--- src/rtl/bus_slave_regs.sv ---
// bus_slave_regs: bus-slave register bank with programmable wait states, read-only ID at reg 0 and control export of reg 1
module bus_slave_regs #(
  parameter int          REG_ADDR_W = 3,
  parameter int          WAIT_CYC   = 1,
  parameter logic [31:0] ID_VALUE   = 32'h0000_A5A5
) (
  input  logic        clk,
  input  logic        reset,
  input  logic        cs_,
  input  logic        as_,
  input  logic        rw,
  input  logic [29:0] addr,
  input  logic [31:0] wr_data,
  output logic [31:0] rd_data,
  output logic        rdy_,
  output logic [31:0] ctrl_out
);
  typedef enum logic [1:0] {IDLE, WAIT, ACK} state_t;
  state_t state, next;
  logic [3:0] cnt, cnt_next;
  logic [REG_ADDR_W-1:0] idx_h, idx;
  logic rw_h, rw_c;
  logic [31:0] wd_h, wd;
  logic [31:0] regs [2**REG_ADDR_W];
  logic req, enter_ack, unused_addr;
  assign req = !cs_ && !as_;
  assign unused_addr = ^addr[29:REG_ADDR_W];
  // With zero wait states ACK is entered on the capture edge itself, so use the live bus then
  assign idx = state == IDLE ? addr[REG_ADDR_W-1:0] : idx_h;
  assign rw_c = state == IDLE ? rw : rw_h;
  assign wd = state == IDLE ? wr_data : wd_h;
  assign enter_ack = next == ACK && state != ACK;
  assign ctrl_out = regs[1];
  // Next-state and wait-counter logic; a strobe drop during WAIT aborts the transfer
  always_comb begin
    next = state;
    cnt_next = cnt;
    case (state)
      IDLE: if (req) begin
        next = WAIT_CYC == 0 ? ACK : WAIT;
        cnt_next = WAIT_CYC == 0 ? 4'd0 : 4'(WAIT_CYC - 1);
      end
      WAIT: begin
        next = !req ? IDLE : cnt == 4'd0 ? ACK : WAIT;
        cnt_next = req && cnt != 4'd0 ? cnt - 4'd1 : cnt;
      end
      default: next = IDLE;
    endcase
  end
  // State, counter and request holding registers
  always_ff @(posedge clk or posedge reset) begin
    if (reset) begin
      state <= IDLE;
      cnt <= '0;
      idx_h <= '0;
      rw_h <= 1'b0;
      wd_h <= '0;
    end else begin
      state <= next;
      cnt <= cnt_next;
      if (state == IDLE && req) begin
        idx_h <= addr[REG_ADDR_W-1:0];
        rw_h <= rw;
        wd_h <= wr_data;
      end
    end
  end
  // Register bank; writes land on the edge entering ACK, index 0 is read-only
  always_ff @(posedge clk or posedge reset) begin
    if (reset) begin
      for (int i = 0; i < 2**REG_ADDR_W; i++) regs[i] <= '0;
    end else if (enter_ack && !rw_c && idx != '0) begin
      regs[idx] <= wd;
    end
  end
  // Registered response: rdy_ low only in ACK, rd_data non-zero only during a read ACK
  always_ff @(posedge clk or posedge reset) begin
    if (reset) begin
      rdy_ <= 1'b1;
      rd_data <= '0;
    end else begin
      rdy_ <= !enter_ack;
      rd_data <= enter_ack && rw_c ? (idx == '0 ? ID_VALUE : regs[idx]) : '0;
    end
  end
endmodule

--- config.mk ---
export PLATFORM = sky130hd
export DESIGN_NAME = bus_slave_regs
export DESIGN_NICKNAME = d
export VERILOG_FILES = /design/src/rtl/bus_slave_regs.sv
export SDC_FILE = /design/constraint.sdc
export NUM_CORES = 1
export LEC_CHECK = 0
export BUFFER_PORTS_ARGS = -buffer_cell sky130_fd_sc_hd__buf_2
export CORE_MARGIN = 4
export CORE_UTILIZATION = 59
export CTS_BUF_LIST = sky130_fd_sc_hd__clkbuf_8
export DETAILED_ROUTE_END_ITERATION = 6
export GPL_TIMING_DRIVEN = 0
export PLACE_DENSITY = 0.92
export SLEW_MARGIN = 10
export SYNTH_ARGS = -nofsm -noshare
export SYNTH_HDL_FRONTEND = slang
export SYNTH_SLANG_ARGS = --single-unit
--- constraint.sdc ---
create_clock -name clk -period 23 [get_ports clk]
set_input_delay 3.45 -clock clk [delete_from_list [all_inputs] [get_ports clk]]
set_output_delay 3.45 -clock clk [all_outputs]
set_load 0.01 [all_outputs]
### Word-level counts from Yosys, hierarchy flattened

Cells that the tools add are included.

* register bits after elaboration: 331
* latch bits: 0
* memory bits (writable): 0
* ROM bits: 0
* output and inout port bits: 65
* logic and storage cells: 61
* memories: 0

* add/sub/neg operators: 1
* multipliers: 0
* div/mod/pow operators: 0
* order comparisons: 2
* equal/unequal tests: 5
* shift operators: 0
* muxes and demuxes: 18
* bitwise gates (word level): 1
* reductions and logical operators: 19

Operators with widths (number)
* $bwmux W256: 1
* $mux W32: 6
* $bmux W32 S3: 1
* $demux W32 S3: 1
* $logic_and A1 B1 Y1: 8
* $mux W4: 2
* $pmux W4 S2: 1
* $mux W2: 3
* $ne A2 B2 Y1 const B: 3
* $ge A4 B4 Y1 const B: 1
* $logic_not A1 Y1: 4
* $logic_not A4 Y1: 1
* $lt A4 B1 Y1 const B: 1
* $not A3 Y4: 1
* $pmux W2 S2: 1
* $reduce_bool A4 Y1: 1
* $sub A4 B1 Y4 const B: 1
* $logic_not A3 Y1: 1
* $mux W3: 1
* $reduce_and A3 Y1: 1
* $reduce_bool A3 Y1: 1
* $eq A2 B1 Y1 const B: 1
* $eq A2 B2 Y1 const B: 1
* $logic_not A2 Y1: 1
* other kinds (2): 2

### Depth between registers and ports, before layout

* depth in word-level cells: 8
* depth in mapped cells: 10
* mapped depth without buffers: 7

### Worst setup path before layout

OpenSTA, ideal clock, no wires.

* path kind: input port to flip-flop
* start: in as_
* end: reg regs[32] in the netlist's numbering
* data arrival time: 5355 ps
* required time: 22866 ps
* setup slack: 17511 ps
* stages on the path: 8
* path buffers: 3
* path through: nor4b_4 -> or4b_1 -> buf_4 -> or4_1 -> buf_6 -> buf_6 -> nand2_1 -> o21ai_2

* cells in the longest elaborated chain, start to end: 8
* elaborated cells on any way between the ends: 9
* those cells by class: eq/ne: 1; mux: 3; reduce/logical: 5

RTL lines
* start: declaration: line 10 `input logic as_,`
* $logic_not A1 Y1 (*): line 26 `assign req = !cs_ && !as_;`
* $logic_and A1 B1 Y1 (*): line 26
* $mux W2 (on tied branches): line 44, 39
* $pmux W2 S2 (*): line 38 `case (state)`
* $eq A2 B2 Y1 (*): line 32 `assign enter_ack = next == ACK && state != ACK;`
* $logic_and A1 B1 Y1 (*): line 32
* $logic_and A1 B1 Y1 (*) (2 in series): line 72 `end else if (enter_ack && !rw_c && idx != '0) begin`
* end signal: indexed assignment: line 73 `regs[idx] <= wd;`
* end: declaration: line 24 `logic [31:0] regs [2**REG_ADDR_W];`

Every way passes the cells marked *; elsewhere a longest branch is shown, timed or not.
A chain may end at the register's enable or synchronous reset.

### Final worst setup path

* start: in addr[1]
* end: reg rd_data[5]

* cells in the longest elaborated chain, start to end: 7
* elaborated cells on any way between the ends: 8
* those cells by class: mux: 6; bitwise: 1; reduce/logical: 1

RTL lines
* start: declaration: line 12 `input logic [29:0] addr,`
* $mux W3 (*): line 29 `assign idx = state == IDLE ? addr[REG_ADDR_W-1:0] : idx_h;`
* $not A3 Y4 (implied by the code): line 83 `rd_data <= enter_ack && rw_c ? (idx == '0 ? ID_VALUE : regs[idx]) : '0;`
* $bmux W32 S3: line 83
* $mux W32 (implied by the code) (2 in series): line 83
* $mux W32 (*) (2 in series): line 83
* end signal: assignment: line 83
* end: declaration: line 14 `output logic [31:0] rd_data,`

Every way passes the cells marked *; elsewhere a longest branch is shown, timed or not. The select of a mux whose other input is x is not followed.

==> flow_metrics.py <==
metrics = {
    "worst_setup_path": {
        "arrival_ns": 6.64,
        "reg2reg_depth": 7,
        "crit_type": "input port to register",
        "critPathLaunch": "addr[1]",
        "rrSetupSlack_ns": 19.11,
        "path_max_fanout": 10,
        "end_kind": "register",
        "rr_endpoint": "rd_data[13]",
        "cp-start-kind": "input port",
        "cp.required_ns": 23.43,
        "crit_end": "rd_data[5]",
        "timing.rr.start": "state[0]",
    },
    "clock_tree": {
        "ctsResizeCount": 0,
        "postCtsSetupBuffers": 0,
        "cts_tree": "built",
        "cts_made_buffers": 47,
        "h-tree-depth": 2,
        "clock_sinks": 299,
        "hold_buffers": 0,
        "clk_pin_slew_ns": 0.06,
        "cts-root-buf": "clkbuf_8",
        "clk-insertion-delay-late_ns": 0.57,
        "cts_buffer_depth": 3,
    },
    "placed_design": {
        "hpwl_um": 26620,
        "place.gp.congestion": 0.9568,
        "port_buffers": 102,
    },
    "global_route": {
        "grt_overflow": 0,
        "grt_antenna_before_repair": 1,
        "grt_pass1_wl_um": 63760,
        "track_usage_pct": 34.13,
        "grt_pass1_vias": 11340,
        "grt_max_degree": 116,
    },
    "pwr": {
        "ir_drop_mv": 0.05067,
        "power_density_mw_per_mm2": 97.15,
        "leakagePower_nw": 7.268,
    },
    "synth": {
        "yosys-top-cells-area": "dfrtp_1 57%, a21oi_1 7.2%, nor2_1 5.1%, mux2i_1 4.3%, mux2_2 4.2%",
        "synth_area_mm2": 0.01298,
        "synth_top_area_cell": "dfrtp_1",
        "ys_types": 54,
        "ys_seq_area_share_pct": 57.63,
        "netlist_instances": 1237,
        "syn_area_per_cell_um2": 10.50,
        "synth_edf_count": 0,
        "synth_flop_cell": "dfrtp_1",
        "yosysWarnings": 0,
        "synth_common_cells": "298 x dfrtp_1, 188 x a21oi_1, 177 x nor2_1",
        "synthArstFlopShare_pct": 100.0,
        "synth_top_cell_area_share_pct": 57.43,
        "yosysMostFrequentCell": "dfrtp_1",
        "syn_nets": 1305,
        "ys_ff_latch": 299,
    },
    "floorplanning": {
        "initial_utilization_pct": 59.68,
        "dieArea_mm2": 0.02445,
        "io_pins": 132,
        "die_y_um": 156.4,
        "die_x_um": 156.4,
        "rows": 54,
        "coreArea_mm2": 0.02176,
    },
    "timing": {
        "worstMarginPinSlew_ns": 1.250,
        "slew_violations": 0,
        "final.setup.tns_ns": 0,
        "setup_violations": 0,
        "rsz0062_at_grt": "no",
        "finalHoldViolCount": 0,
        "period_share_pct": 26.96,
        "fin_crit_ns": 6.202,
        "worst_hold_slack_ns": 0.4803,
        "fmax_ghz": 0.1612,
        "worst_slew_margin_rel_pct": 14.30,
        "finClkSkew_ns": 0.01288,
    },
    "final_layout": {
        "drive_above_1_share_pct": 22.03,
        "area_growth_pct": 14.95,
        "fin_nets": 1458,
    },
    "run_status": {
        "outcome": "finished, violations left",
        "violations": "design-rule violations",
    },
    "drt": {
        "dr.pass1.iters": 7,
        "ant_nets": 0,
        "drt_iter0_markers": 2011,
        "drc": 1,
        "via_per_inst": 6.683,
        "vias": 11380,
        "routedWlPerCell_um": 24.54,
        "drt-total-wl_um": 41790,
    },
    "worst_hold_path": {
        "hp-class": "register to register",
    },
    "run": {
        "maxCapViolations": 0,
    },
}
-- worst min-delay path by stage --
stage,start,to,slack (ns),cells after the start
floorplan,regs[71],regs[71],0.44,2
global placement,regs[95],regs[95],0.46,2
detailed placement,regs[32],regs[32],0.47,2
CTS,regs[32],regs[32],0.48,2
global route,regs[51],regs[51],0.51,2
finish,regs[32],regs[32],0.48,2
-- final cells by class --
| cell class | count | area (um^2) |
|---|---|---|
| diodes | 2 | 5.005 |
| plain buffers | 117 | 653.1 |
| clock buffers | 58 | 798.3 |
| clock inverters | 22 | 192.7 |
| fillers | 1546 | 6829 |
| inverters | 11 | 48.80 |
| multi-input cells | 810 | 4830 |
| flip-flops and latches | 299 | 7483 |
| well taps | 280 | 350.3 |
| repair buffers | 104 | 565.5 |
-- per-layer routing --
layer  up-vias  wire length, um  global-route usage (%)
li1       4666                -                       -
met1      5416            14350                   43.70
met2      1002            17910                   50.27
met3       296             6246                   11.75
met4         2             3275                   20.91
met5         -               11                       0
-- flip-flops by register name (all words and copies together), names as in the netlist --
register	count
rd_data	32
rdy_	1
wd_h	32
idx_h	3
state	2
ctrl_out	32
cnt	4
regs	192
rw_h	1
-- where the power goes --
group | switching (mW) | total [mW] | internal [mW]
clock network | 0.207 | 0.478 | 0.271
registers | 0.0626 | 0.681 | 0.618
logic | 0.175 | 0.291 | 0.116
-- kinds of logic after synthesis --
family | share of synthesized area (%)
XOR/XNOR | 0.06746
buffers and inverters | 5.348
AND/OR/NAND/NOR | 10.67
multiplexers | 8.585
flip-flops | 57.63
adder cells (fa/ha/maj) | 0.09634
AO/OA/AOI/OAI | 17.60
-- worst max-delay path, cell delays in order --
cell,delay [ns]
clkbuf_1,0.36
or3b_2,0.52
nand2_1,0.37
clkbuf_1,0.68
clkbuf_1,0.78
o221ai_1,0.26
o2bb2ai_1,0.21
-- cells in the final DEF (no fill, tap or decap), drive strengths merged, types with 3 or more instances in the layout --
| master | count |
|---|---|
| a2bb2oi | 3 |
| clkbuf | 102 |
| o32ai | 3 |
| a211oi | 3 |
| dfrtp | 298 |
| nor4b | 3 |
| mux2i | 57 |
| nand2b | 4 |
| a22oi | 10 |
| nor3b | 4 |
| buf | 177 |
| o21ai | 79 |
| a2111oi | 3 |
| a31oi | 7 |
| o211a | 5 |
| o21a | 11 |
| a31o | 4 |
| a311o | 3 |
| nand3 | 8 |
| nand2 | 99 |
| o22ai | 13 |
| o211ai | 4 |
| inv | 27 |
| a221oi | 12 |
| a211o | 3 |
| or2 | 3 |
| or4b | 3 |
| o221a | 4 |
| o221ai | 23 |
| bufinv | 4 |
| nor2 | 177 |
| nor4 | 3 |
| mux2 | 48 |
| o22a | 3 |
| nor3 | 11 |
| a21oi | 188 |
-- stage by stage --
stage / cells / power (mW) / utilization (%) / cell area, um^2 / setup slack, ns
6_report: 1703 / 1.450 / 68.61 / 14930 / 16.80
4_1_cts: 1701 / 1.436 / 68.53 / 14910 / 17.14
5_1_grt: 1701 / 1.505 / 68.59 / 14920 / 16.97
3_5_place_dp: 1621 / 0.9638 / 63.98 / 13920 / 16.55
3_3_place_gp: 1619 / 0.9449 / 63.64 / 13850 / 8.547
2_1_floorplan: 1237 / 0.8639 / - / 12990 / 11.29
Note: power is estimated with default switching activity, not from simulation.
